--- src/rtl/instruction_fetch_unit.sv ---
// Instruction fetch unit: credit-limited in-order fetch into a small instruction buffer,
// with redirect flush and stale-response draining.

// Generic synchronous FIFO with flush; head is presented from storage.
// Latency: write in cycle N is visible at rd_dat/rd_vld in cycle N+1.
// Backpressure: none internally; the writer must never push when full.
module ifu_fifo #(
  parameter int              WIDTH     = 32,
  parameter int              DEPTH     = 2,
  parameter logic [WIDTH-1:0] RESET_VAL = '0
) (
  input  logic                         clk,
  input  logic                         reset,
  input  logic                         flush,
  input  logic                         wr_vld,
  input  logic [WIDTH-1:0]             wr_dat,
  output logic                         rd_vld,
  input  logic                         rd_rdy,
  output logic [WIDTH-1:0]             rd_dat,
  output logic [$clog2(DEPTH+1)-1:0]   count
);

  localparam int PTR_W = (DEPTH > 1) ? $clog2(DEPTH) : 1;
  localparam int CNT_W = $clog2(DEPTH + 1);
  localparam int SUM_W = CNT_W + 1;
  localparam logic [PTR_W-1:0] LAST = PTR_W'(DEPTH - 1);

  logic [WIDTH-1:0] mem [DEPTH];
  logic [PTR_W-1:0] wr_ptr;
  logic [PTR_W-1:0] rd_ptr;
  logic             do_pop;

  assign rd_vld = (count != '0);
  assign rd_dat = mem[rd_ptr];
  assign do_pop = rd_vld & rd_rdy;

  function automatic logic [PTR_W-1:0] ptr_inc(input logic [PTR_W-1:0] p);
    return (p == LAST) ? '0 : p + PTR_W'(1);
  endfunction

  always_ff @(posedge clk or posedge reset) begin
    if (reset) begin
      wr_ptr <= '0;
      rd_ptr <= '0;
      count  <= '0;
      for (int i = 0; i < DEPTH; i++) begin
        mem[i] <= RESET_VAL;
      end
    end else if (flush) begin
      wr_ptr <= '0;
      rd_ptr <= '0;
      count  <= '0;
    end else begin
      if (wr_vld) begin
        mem[wr_ptr] <= wr_dat;
        wr_ptr      <= ptr_inc(wr_ptr);
      end
      if (do_pop) begin
        rd_ptr <= ptr_inc(rd_ptr);
      end
      count <= CNT_W'(SUM_W'(count) + SUM_W'(wr_vld) - SUM_W'(do_pop));
    end
  end

endmodule

// Fetch unit: issues word fetches while outstanding + buffered < DEPTH, buffers responses.
// Latency: response in cycle N is offered to the decoder in cycle N+1.
// Backpressure: instr_ready stalls the buffer, which withholds credits and so stops requests.
module instruction_fetch_unit #(
  parameter logic [31:0] RESET_PC = 32'h0000_0000,
  parameter int          DEPTH    = 2
) (
  input  logic        clk,
  input  logic        reset,
  output logic        imem_req_valid,
  input  logic        imem_req_ready,
  output logic [31:0] imem_req_addr,
  input  logic        imem_resp_valid,
  input  logic [31:0] imem_resp_data,
  output logic        instr_valid,
  input  logic        instr_ready,
  output logic [31:0] instr,
  output logic [31:0] instr_pc,
  input  logic        redirect_valid,
  input  logic [31:0] redirect_pc
);

  localparam int CNT_W = $clog2(DEPTH + 1);
  localparam int SUM_W = CNT_W + 1;

  typedef enum logic [1:0] {IDLE, RUN, DRAIN} state_t;

  typedef struct packed {
    logic [31:0] pc;
    logic [31:0] word;
  } ibuf_entry_t;

  state_t             state;
  state_t             state_nxt;
  logic [31:0]        fetch_pc;
  logic [31:0]        fetch_pc_nxt;
  logic [31:0]        resp_pc;
  logic [31:0]        resp_pc_nxt;
  logic [CNT_W-1:0]   outstanding;
  logic [CNT_W-1:0]   outstanding_nxt;
  logic [CNT_W-1:0]   drop_count;
  logic [CNT_W-1:0]   drop_count_nxt;
  logic [CNT_W-1:0]   buf_count;
  logic [CNT_W-1:0]   buf_count_nxt;
  logic               req_valid_nxt;
  logic               req_fire;
  logic               resp_take;
  logic               pop;
  logic [31:0]        redirect_tgt;
  ibuf_entry_t        push_dat;
  ibuf_entry_t        head_dat;

  assign imem_req_addr = fetch_pc;
  assign instr         = head_dat.word;
  assign instr_pc      = head_dat.pc;
  assign push_dat      = '{pc: resp_pc, word: imem_resp_data};

  ifu_fifo #(
    .WIDTH     ($bits(ibuf_entry_t)),
    .DEPTH     (DEPTH),
    .RESET_VAL ({RESET_PC, 32'h0000_0000})
  ) u_ibuf (
    .clk    (clk),
    .reset  (reset),
    .flush  (redirect_valid),
    .wr_vld (resp_take),
    .wr_dat (push_dat),
    .rd_vld (instr_valid),
    .rd_rdy (instr_ready),
    .rd_dat (head_dat),
    .count  (buf_count)
  );

  always_comb begin
    req_fire     = imem_req_valid & imem_req_ready;
    pop          = instr_valid & instr_ready;
    redirect_tgt = redirect_pc & 32'hFFFF_FFFC;
    // A response is only kept if it belongs to the current fetch stream.
    resp_take    = imem_resp_valid & ~redirect_valid & (drop_count == '0);

    // Every response retires one outstanding request, stale or not.
    outstanding_nxt = CNT_W'(SUM_W'(outstanding) + SUM_W'(req_fire) - SUM_W'(imem_resp_valid));

    buf_count_nxt = redirect_valid ? '0
                  : CNT_W'(SUM_W'(buf_count) + SUM_W'(resp_take) - SUM_W'(pop));

    drop_count_nxt = drop_count;
    if (redirect_valid) begin
      drop_count_nxt = outstanding_nxt;
    end else if (imem_resp_valid && (drop_count != '0)) begin
      drop_count_nxt = drop_count - CNT_W'(1);
    end

    fetch_pc_nxt = fetch_pc;
    resp_pc_nxt  = resp_pc;
    if (redirect_valid) begin
      fetch_pc_nxt = redirect_tgt;
      resp_pc_nxt  = redirect_tgt;
    end else begin
      if (req_fire)  fetch_pc_nxt = fetch_pc + 32'd4;
      if (resp_take) resp_pc_nxt  = resp_pc + 32'd4;
    end

    state_nxt = state;
    case (state)
      IDLE: state_nxt = RUN;
      RUN, DRAIN: begin
        if (redirect_valid) begin
          state_nxt = (drop_count_nxt != '0) ? DRAIN : RUN;
        end else if ((state == DRAIN) && (drop_count_nxt == '0)) begin
          state_nxt = RUN;
        end
      end
      default: state_nxt = IDLE;
    endcase

    req_valid_nxt = (state_nxt == RUN) &&
                    ((SUM_W'(outstanding_nxt) + SUM_W'(buf_count_nxt)) < SUM_W'(DEPTH));
  end

  always_ff @(posedge clk or posedge reset) begin
    if (reset) begin
      state          <= IDLE;
      fetch_pc       <= RESET_PC;
      resp_pc        <= RESET_PC;
      outstanding    <= '0;
      drop_count     <= '0;
      imem_req_valid <= 1'b0;
    end else begin
      state          <= state_nxt;
      fetch_pc       <= fetch_pc_nxt;
      resp_pc        <= resp_pc_nxt;
      outstanding    <= outstanding_nxt;
      drop_count     <= drop_count_nxt;
      imem_req_valid <= req_valid_nxt;
    end
  end

endmodule

--- config.mk ---
export PLATFORM = sky130hd
export DESIGN_NAME = instruction_fetch_unit
export DESIGN_NICKNAME = d
export VERILOG_FILES = /design/src/rtl/instruction_fetch_unit.sv
export SDC_FILE = /design/constraint.sdc
export NUM_CORES = 1
export LEC_CHECK = 0
export ABC_AREA = 1
export BUFFER_PORTS_ARGS = -buffer_cell sky130_fd_sc_hd__buf_2
export CORE_UTILIZATION = 50
export CTS_CLUSTER_SIZE = 12
export DETAILED_ROUTE_END_ITERATION = 8
export PLACE_DENSITY = 0.72
export SKIP_LAST_GASP = 1
export SLEW_MARGIN = 20
export SYNTH_ARGS = -nofsm -noshare
export SYNTH_HDL_FRONTEND = slang
export SYNTH_SLANG_ARGS = --single-unit
export TNS_END_PERCENT = 50
--- constraint.sdc ---
create_clock -name clk -period 10.7 [get_ports clk]
set_clock_uncertainty 0.1 [all_clocks]
set_input_delay 1.07 -clock clk [delete_from_list [all_inputs] [get_ports clk]]
set_output_delay 1.07 -clock clk [all_outputs]
set_load 0.005 [all_outputs]
==> results.md, run 1 <==
- The most frequent standard cell in the layout excluding fill and tap cells is sky130_fd_sc_hd__nand2_1.
- The number of failing hold endpoints at the final stage is 0.
- The Yosys step of the flow raised 0 warnings.
- Buffers inserted to repair hold after CTS numbered 0.
- Counting the fill cells in the layout gives 1829.
- The area of the die is 20500 µm².
- In this run the critical register-to-register path is launched from u_ibuf.count[0]$_DFF_PP0_.
- IR analysis of the VDD net gives a maximum drop of 0.146 mV.
- Setup repair after global routing left no endpoint under its margin.
- The horizontal die dimension is 143 µm.
- The initial antenna violation count was 0.
- The worst path buffer plus inverter count is 4.
- The insertion delay to the later sink of the worst-skew pair is 0.43 ns.
- Across the whole layout, storage elements account for 4880 µm².
- The number of distinct library cells after synthesis is 41.
- The kind of critical path is flop to primary output.
- The data arrival at the endpoint of the critical path is 2.40 ns.
- The number of iterations in the first detailed-routing pass is 5.
- The flow ran to the end, and the final reports show no timing, DRC or antenna violations.
- The number of cells on the worst hold path is 2.
- The tool flagged a number of max-cap violations equal to 0.
- The number of cells on the worst reg-to-reg path is 15.
- The multi-input combinational cell area is 4350 µm².
- OpenSTA, run right after detailed placement, puts the worst setup slack at 7.11 ns.
- The number of max-slew violations in the final report came to 0.
- The share of the yosys chip area belonging to registers is 48.9%.
- During placement, the flow inserted port buffers numbering 161.
- In the finished design, the share of the clock period the worst path needs comes to 33.3%.
- The die extent in y is 143 µm.
- After floorplanning, the core was sized to cover 19500 µm².
- The first global-routing pass estimated 40000 µm of wire.
- The cell with the biggest individual delay on the critical path is sky130_fd_sc_hd__buf_4.
- The number of global-route vias before repair is 8289.
- The setup TNS is 0 ns.
- The number of CTS-inserted buffers is 17.
- Counting flops and latches in the post-synthesis netlist gives 195.
- The worst slew margin relative to its limit is 33.0%.
- The worst register-to-register path ends at imem_req_valid$_DFF_PP0_.
- On the worst path, the slowest cell contributes a delay of 0.57 ns.
- The antenna cell count is 0.
- After detailed routing, the average wire length per cell comes to 14.3 µm.
- The setup check on the worst reg-to-reg path leaves a slack of 8.12 ns.
- The library cells used most frequently in the layout, excluding fill and tap cells, are 511 x sky130_fd_sc_hd__nand2_1, 194 x sky130_fd_sc_hd__dfrtp_1, 161 x sky130_fd_sc_hd__buf_2.
- The proportion of layout cells with a drive suffix above 1 is 17.2%.
- The standby leakage power is 6.01 nW.
- The starting utilization of the core area is 51.1%.
- The count of endpoints failing setup in the final report is 0.
- The post-layout total power is 2.64 mW.
- The class of the worst hold path is flop to flop.
- The largest fanout on the critical path is 63.
- Summing over every cut layer, the via total after detailed routing is 8718.
- The count of clock tree sinks is 195.
- Walking the worst path, the cells encountered are buf_4 -> inv_2 -> buf_4 -> nand2_1 -> nand2_1 -> buf_2.
- The final non-filler cell total is 1709.
- For this run, the top clock speed supported by timing is 280 MHz.
- The per-instance average area after synthesis is 7.68 µm².
- The kind of start point of the critical path is a flop.
- Counting I/O delays and the setup requirement, the final critical path takes 3.57 ns.
- In this run the clock root is driven by a sky130_fd_sc_hd__clkbuf_16.
- For this run the aggregate overflow at the end of global routing stands at 0.
- The remaining antenna violation count is 0.
- The detailed-route vias per instance is 5.10.
- The synthesized cell area is 9980 µm².
- The post-cts repair resize count is 0.
- The DRC violations left is 0.
- Clock-pin slew was measured on the worst setup and hold paths at 0.07 ns.
- The net count reported at finish is 1512.
- The worst min-delay path endpoint is u_ibuf.mem[111]$_DFFE_PP0P_.
- The signed area change from the synthesized netlist to the final layout is 15.5%.
- The power per cell area is 229 nW/µm².
- The number of top-level pins is 168.
- The number of setup buffers added after CTS is 0.
- In this run the most critical hold path is launched from u_ibuf.mem[111]$_DFFE_PP0P_.
- In the global route stage, overall resource usage came out at 24.9%.
- The required time at the worst-slack endpoint is 9.53 ns.
- The number of placed instances, taps included, is 1677.
- Routability-driven placement finished with a final weighted congestion of 0.911.
- After the first detailed-routing iteration, the DRC count stood at 553.
- The HPWL after detailed placement is 16400 µm.
- The post-detailed-routing wire length is 24400 µm.
- The longest clock path from root to sink contains 2 buffers.
- In this run the number of H-tree levels came out at 4.
- The cell family contributing the most delay on the critical path is buffers and inverters.
- The pin count of the biggest net entering global routing is 127.
- The TritonCTS clock tree is done.
- The worst setup margin is 7.13 ns.
- Synthesis produced a netlist whose cell count is 1300.
- The row count is 51.
- STA classifies the critical path endpoint as a primary output.
- The slew at the pin closest to its max-slew limit is 1.00 ns.
-- layer usage --
metal	part of all wire (%)	vias up	wire length, µm	GRT usage [%]
met5	0	-	0	0
met2	45	286	11000	39.2
met4	1.7	0	413	8.17
li1	-	4337	-	-
met3	6.4	35	1550	4.36
met1	47	4060	11400	34.8
-- cell usage after synthesis --
master,n,area share (%)
sky130_fd_sc_hd__a21oi_1,13,0.65
sky130_fd_sc_hd__a31oi_1,3,0.19
sky130_fd_sc_hd__buf_1,2,0.075
sky130_fd_sc_hd__buf_2,20,1.0
sky130_fd_sc_hd__buf_4,4,0.30
sky130_fd_sc_hd__clkbuf_1,31,1.2
sky130_fd_sc_hd__clkinv_1,2,0.075
sky130_fd_sc_hd__clkinv_2,1,0.050
sky130_fd_sc_hd__conb_1,1,0.038
sky130_fd_sc_hd__dfrtp_1,195,49
sky130_fd_sc_hd__fa_1,1,0.20
sky130_fd_sc_hd__ha_1,10,1.3
sky130_fd_sc_hd__inv_1,123,4.6
sky130_fd_sc_hd__inv_2,18,0.68
sky130_fd_sc_hd__nand2_1,513,19
sky130_fd_sc_hd__nand2_2,3,0.19
sky130_fd_sc_hd__nand2b_1,1,0.063
sky130_fd_sc_hd__nand3_1,40,2.0
sky130_fd_sc_hd__nand3_2,3,0.30
sky130_fd_sc_hd__nand3_4,1,0.18
sky130_fd_sc_hd__nand3b_1,1,0.075
sky130_fd_sc_hd__nand4_1,13,0.81
sky130_fd_sc_hd__nand4_4,1,0.21
sky130_fd_sc_hd__nor2_1,44,1.7
sky130_fd_sc_hd__nor2_2,5,0.31
sky130_fd_sc_hd__nor2_4,4,0.45
sky130_fd_sc_hd__nor3_1,23,1.2
sky130_fd_sc_hd__nor3_2,9,0.90
sky130_fd_sc_hd__nor3b_1,1,0.075
sky130_fd_sc_hd__nor4_1,1,0.063
sky130_fd_sc_hd__o211ai_1,15,1.1
sky130_fd_sc_hd__o211ai_2,1,0.13
sky130_fd_sc_hd__o21ai_0,116,5.8
sky130_fd_sc_hd__o21ai_1,28,1.4
sky130_fd_sc_hd__o21bai_1,1,0.075
sky130_fd_sc_hd__o221ai_1,10,0.88
sky130_fd_sc_hd__o31ai_1,1,0.075
sky130_fd_sc_hd__or2_1,1,0.063
sky130_fd_sc_hd__or2_2,1,0.063
sky130_fd_sc_hd__xnor2_1,4,0.35
sky130_fd_sc_hd__xor2_1,35,3.1
-- how the worst max path moves through the flow --
stage / from / to / slack (ns) / cells after the start
after detailed placement: redirect_valid / imem_req_valid$_DFF_PP0_ / 7.11 / 13
final: u_ibuf.rd_ptr$_DFFE_PP0P_ / instr_pc[28] / 7.13 / 6
after floorplan: reset / drop_count[0]$_DFF_PP0_ / 4.22 / 1
after CTS: u_ibuf.rd_ptr$_DFFE_PP0P_ / instr_pc[28] / 7.10 / 6
after global placement: redirect_valid / imem_req_valid$_DFF_PP0_ / 7.14 / 13
after global routing: u_ibuf.rd_ptr$_DFFE_PP0P_ / instr_pc[24] / 6.93 / 6
-- power by group --
| part | switching, mW | internal (mW) | leakage [nW] |
|---|---|---|---|
| Combinational | 0.519 | 0.346 | 3.26 |
| Sequential | 0.164 | 0.994 | 2.48 |
| Clock | 0.308 | 0.309 | 0.271 |
| Total | 0.991 | 1.65 | 6.01 |
-- worst reg2reg max path: stages, from the launching register on --
cell and delay, ns:
sky130_fd_sc_hd__dfrtp_1 0.37, sky130_fd_sc_hd__or2_2 0.30, sky130_fd_sc_hd__nand2_1 0.10, sky130_fd_sc_hd__inv_1 0.06, sky130_fd_sc_hd__ha_1 0.26, sky130_fd_sc_hd__inv_1 0.04
sky130_fd_sc_hd__ha_1 0.18, sky130_fd_sc_hd__nand2_1 0.07, sky130_fd_sc_hd__nand2_1 0.05, sky130_fd_sc_hd__nor2_1 0.13, sky130_fd_sc_hd__inv_1 0.08, sky130_fd_sc_hd__fa_1 0.50
sky130_fd_sc_hd__nand2_1 0.06, sky130_fd_sc_hd__inv_1 0.06, sky130_fd_sc_hd__nand2_1 0.05, sky130_fd_sc_hd__a21oi_1 0.12
-- cell families (layout without fill, tap and decap cells) --
| kind of cell | count (synthesis) | after routing | share of synthesized area (%) |
|---|---|---|---|
| xor gates and xnor gates | 39 | 39 | 3.42 |
| and+or+nand+nor | 665 | 665 | 27.9 |
| buffers and inverters | 201 | 342 | 7.97 |
| adders and majority gates | 11 | 11 | 1.45 |
| AOI/OAI and AO/OA | 188 | 188 | 10.3 |
| DFF | 195 | 195 | 48.9 |
| other | 1 | 4 | 0.0376 |
-- layout make-up --
class	instances	share of cell area (%)
well taps	265	2.88
clock buffers	17	3.69
multi-input cells	907	37.7
inverters	144	4.77
flip-flops and latches	195	42.4
clock inverters	15	1.27
repair buffers	166	7.32
-- stage by stage --
| stage | hold WS [ns] | util (%) | instance area, µm² |
|---|---|---|---|
| after floorplan | 0.353 | - | 9990 |
| after global placement | 0.365 | 56.0 | 10900 |
| after detailed placement | 0.373 | 56.0 | 10900 |
| after CTS | 0.391 | 58.9 | 11500 |
| after global routing | 0.405 | 59.0 | 11500 |
| final | 0.385 | 59.0 | 11500 |
-- flip-flops by register name, summed over array words and instances, names as in the netlist --
register	cells
imem_req_addr	30
u_ibuf.rd_ptr	1
u_ibuf.wr_ptr	1
state	2
resp_pc	30
imem_req_valid	1
drop_count	2
u_ibuf.mem	124
outstanding	2
u_ibuf.count	2
Note: power is estimated with default switching activity, not from simulation.
==> run 2, diff against run 1 <==
ABC_AREA = 0   (was 1)
PLACE_DENSITY = 0.73   (was 0.72)
clock period = 3.6 ns   (was 10.7 ns; I/O delays follow)
==> run 2 against run 1 <==
The run now ends with DRC left. Worst hold slack worse by 0.31 ns. Via count is 29% lower. Final area is 4.5% lower. Non-clock buffer count is 7 higher. Sequential cell count stayed put. Register-to-register slack worse by 7.5 ns. Setup slack worse by 6.5 ns. Highest routed layer unchanged.
==> results.md, run 2 <==
- The insertion delay to the later sink of the worst-skew pair is 0.43 ns (about the same).
- The deepest clock path buffer count was 2 (unchanged).
- The proportion of layout cells with a drive suffix above 1 is 48.8% (+32 points).
- The share of the yosys chip area belonging to registers is 52.0% (+3.1 points).
- The number of fill cells in the layout is 1489 (-19%).
- The largest fanout on the critical path is 2 (-97%).
- The leftover overflow at the end of global routing is 0 (unchanged).
- The count of endpoints failing setup in the final report is 0 (unchanged).
- In this run the most critical hold path is launched from redirect_pc[18].
- The highest cell delay on the worst timing path is 0.54 ns (-0.03 ns).
- The clock period could shrink to 2.95 ns.
- Traced cell by cell, the critical path runs through or2_2 -> and2_1 -> ha_1 -> inv_1 -> ha_1 -> xnor2_1 -> xnor2_1 -> nand2_1 -> fa_1 -> nand2_1 -> a211oi_1 -> o31a_1.
- The setup fix buffers added after clock tree synthesis is 0 (unchanged).
- The critical register-to-register path startpoint is u_ibuf.count[0]$_DFF_PP0_.
- The most frequent cell after synthesis is sky130_fd_sc_hd__mux2_2.
- The gate count after technology mapping is 729 (-44%).
- The share of synthesized flip-flops with an asynchronous set or reset came to 100% (unchanged).
- The worst setup margin is 0.652 ns (-6.48 ns).
- The initial antenna violation count is 0 (unchanged).
- Ranked by instance count, the synthesized netlist is headed by 218 x sky130_fd_sc_hd__mux2_2, 195 x sky130_fd_sc_hd__dfrtp_1, 36 x sky130_fd_sc_hd__xnor2_1.
- The share of the synthesized area in compound gates (AO/OA/AOI/OAI) came to 2.83% (-7.5 points).
- The worst min-delay path endpoint is resp_pc[18]$_DFFE_PP0N_.
- The number of top-level pins is 168 (unchanged).
- The number of warnings issued by yosys is 0 (unchanged).
- The critical path endpoint category is a flop.
- The top cell types in the final layout, fill and taps aside, are 218 x sky130_fd_sc_hd__mux2_2, 194 x sky130_fd_sc_hd__dfrtp_1, 161 x sky130_fd_sc_hd__buf_2.
- The antenna cell count is 0 (unchanged).
- In the finished design, the share of the clock period the worst path needs comes to 81.9%.
- The number of max-slew violations in the final report came to 0 (unchanged).
- The number of distinct library cells after synthesis is 44 (+7.3%).
- The xor and xnor fraction of the mapped netlist area is 5.32% (+1.9 points).
- The top-area cell type share of the netlist area is 52.0% (+3.1 points).
- The count of flip-flops with a built-in enable after synthesis came to 0 (unchanged).
- The starting utilization of the core area is 51.7% (+0.60 points).
- The count of vias placed by the detailed router is 6221 (-29%).
- The remaining antenna violation count came to 0 (unchanged).
- The clock slew seen by the registers of the worst setup and hold paths came to 0.08 ns (about the same).
- The slew at the pin closest to its max-slew limit is 0.751 ns (-0.251 ns).
- The run finished, with violations left.
- The routed length per placed instance came to 17.1 µm (+20%).
- The number of H-tree levels is 4 (unchanged).
- The share of synthesized cell area in full adder, half adder and majority cells is 1.55% (+0.092 points).
- The total global-route track usage came to 21.0% (-3.9 points).
- The synthesis-stage register bit count is 195 (unchanged).
- The sequential cell area in the final layout is 4880 µm² (unchanged).
- The worst IR drop on VDD is 0.381 mV (+160%).
- The number of hold-repair buffers added at the cts stage came to 1 (+1).
- The largest register by flop count is u_ibuf.mem.
- The final non-filler cell total is 1128 (-34%).
- Of all cell types, the one taking the most synthesized area is sky130_fd_sc_hd__dfrtp_1.
- The detailed-route vias per instance is 5.52 (+8.1%).
- The depth of the worst register-to-register path is 12 (-3).
- The global-route wire length before repair came to 32100 µm (-20%).
- The class of the worst hold path is input port to flop.
- The core area was 18100 µm² (-7.1%).
- The area of the die is 19300 µm² (-5.9%).
- The HPWL reported at the end of detailed placement is 13700 µm (-17%).
- The reg-to-reg critical path endpoint is imem_req_valid$_DFF_PP0_.
- The count of clock tree sinks is 195 (unchanged).
- The net count reported at finish is 967 (-36%).
- The dominant synthesized flop cell is sky130_fd_sc_hd__dfrtp_1.
- Setup repair after global routing left no endpoint under its margin.
- Ranked by total cell area, the synthesized netlist is headed by sky130_fd_sc_hd__dfrtp_1 52%, sky130_fd_sc_hd__mux2_2 26%, sky130_fd_sc_hd__xnor2_1 3.4%.
- The instance count after placement with tap cells included came to 1095 (-35%).
- The required time at the worst-slack endpoint is 3.87 ns (-5.66 ns).
- The synthesized cell area is 9380 µm² (-6.0%).
- The post-cts repair resize count was 0 (unchanged).
- The count of maximum capacitance violations is 0 (unchanged).
- The kind of start point of the critical path is a flop.
- The final weighted congestion in routability-driven placement was 0.797 (-13%).
- The largest individual stage delay along the critical path comes from the cell sky130_fd_sc_hd__fa_1.
- The power per cell area was 711 nW/µm² (+210%).
- The pin count of the biggest net entering global routing was 63 (-50%).
- The kind of critical path is flop to flop.
- After synthesis, the largest family of logic cells by area is multiplexers.
- The count of buffers from port buffering was 161 (unchanged).
- The multiplexer share of the synthesized area came to 26.4% (+26 points).
- The number of cells on the worst hold path is 2 (unchanged).
- The CTS root buffer is sky130_fd_sc_hd__clkbuf_16.
- The worst slew margin relative to its limit was 50.0% (+17 points).
- The die extent in y was 139 µm (-3.0%).
- TritonCTS built the clock tree.
- Relative to the synthesized area, the layout overhead comes to 17.3%.
- The horizontal die dimension was 139 µm (-3.0%).
- The flop-to-flop setup slack is 0.65 ns (-7.47 ns).
- For this run, the top clock speed supported by timing is 339 MHz.
- The DRC marker count from the first detailed-route iteration was 267 (-52%).
- The placement-stage worst setup slack is 0.676 ns (-6.44 ns).
- The per-instance average area after synthesis was 12.9 µm² (+68%).
- The checks that failed: DRC.
- The library cell used most frequently in the layout, excluding fill and tap cells, is sky130_fd_sc_hd__mux2_2.
- The DRC violations left came to 13 (+13).
- The setup TNS is 0 ns (unchanged).
- The number of global-route vias before repair is 6222 (-25%).
- The number of CTS-inserted buffers is 17 (unchanged).
- The number of flip-flops in the largest register was 124 (unchanged).
- The multi-input combinational cell area is 4260 µm² (-1.9%).
- The launching instance or port of the critical path is u_ibuf.count[0]$_DFF_PP0_.
- The number of iterations in the first detailed-routing pass is 9 (+4).
- The number of failing hold endpoints at the final stage is 0 (unchanged).
- The standby leakage power is 5.00 nW (-17%).
- The post-detailed-routing wire length is 19300 µm (-21%).
- The data arrival at the endpoint of the critical path is 3.22 ns (+0.82 ns).
- The row count is 49 (-3.9%).
- The simple-gate portion of the synthesized area is 9.12% (-19 points).
[run 2: changes by cell type after synthesis, moves of 11 or more]
cell                       before  now
sky130_fd_sc_hd__clkbuf_1      31   11
sky130_fd_sc_hd__inv_1        123   15
sky130_fd_sc_hd__inv_2         18    1
sky130_fd_sc_hd__mux2_2         0  218
sky130_fd_sc_hd__nand2_1      513   20
sky130_fd_sc_hd__nand3_1       40   17
sky130_fd_sc_hd__nand4_1       13   24
sky130_fd_sc_hd__nor2_1        44   22
sky130_fd_sc_hd__nor3_1        23   11
sky130_fd_sc_hd__o211ai_1      15    0
sky130_fd_sc_hd__o21ai_0      116    9
sky130_fd_sc_hd__o21ai_1       28    0
sky130_fd_sc_hd__xnor2_1        4   36
sky130_fd_sc_hd__xor2_1        35   21
[run 2: critical path, delay by kind of cell, from the launching register on]
family / cells / cell delay, ns
AOI/OAI and AO/OA: 2 / 0.43
buffers and inverters: 1 / 0.04
adders and majority gates: 3 / 1.00
and+or+nand+nor: 4 / 0.65
DFF: 1 / 0.37
xor gates and xnor gates: 2 / 0.32
[run 2: layout make-up]
class                           instances  share of cell area [%]
Multi-Input combinational cell        483                    38.7
Sequential cell                       195                    44.3
Timing Repair Buffer                  173                    8.73
Clock buffer                           19                    4.11
Clock inverter                         13                   0.920
Tap cell                              229                    2.60
Inverter                               16                   0.580
[run 2: worst max-delay path by stage]
stage,depth (start not counted),endpoint
floorplan,1,drop_count[0]$_DFF_PP0_
global placement,12,imem_req_valid$_DFF_PP0_
detailed placement,12,imem_req_valid$_DFF_PP0_
CTS,12,imem_req_valid$_DFF_PP0_
global route,12,imem_req_valid$_DFF_PP0_
finish,12,imem_req_valid$_DFF_PP0_
[run 2: per-stage QoR]
step	cell area [µm²]	hold WS [ns]	power [mW]	util, %
floorplan	9400	0.344	5.12	-
global placement	10400	0.347	6.03	57.6
detailed placement	10400	0.356	6.11	57.6
CTS	11000	0.0568	7.91	60.7
global route	11000	0.0584	8.33	60.7
finish	11000	0.0711	7.83	60.7
[run 2: cell families (layout without fill, tap and decap cells)]
kind of cell | after synthesis | count (layout)
AO/OA/AOI/OAI | 45 | 45
XOR/XNOR | 57 | 57
adder cells (fa/ha/maj) | 11 | 11
buffers and inverters | 54 | 221
flip-flops | 195 | 195
multiplexers | 220 | 220
other | 1 | 4
AND/OR/NAND/NOR | 146 | 146
[run 2: power breakdown]
part           leakage [nW]  internal [mW]  total [mW]  switching [mW]
logic                  2.34           1.58        2.64            1.06
clock network         0.268          0.933        1.78           0.848
registers              2.40           2.93        3.41           0.480
[run 2: routing by layer]
metal  vias to the layer above  part of all wire (%)  GRT usage [%]
met2                       198                    45           32.5
li1                       2915                     -              -
met1                      3086                    48           30.2
met3                        22                   5.6           3.76
met5                         -                     0              0
met4                         0                   1.2           6.37
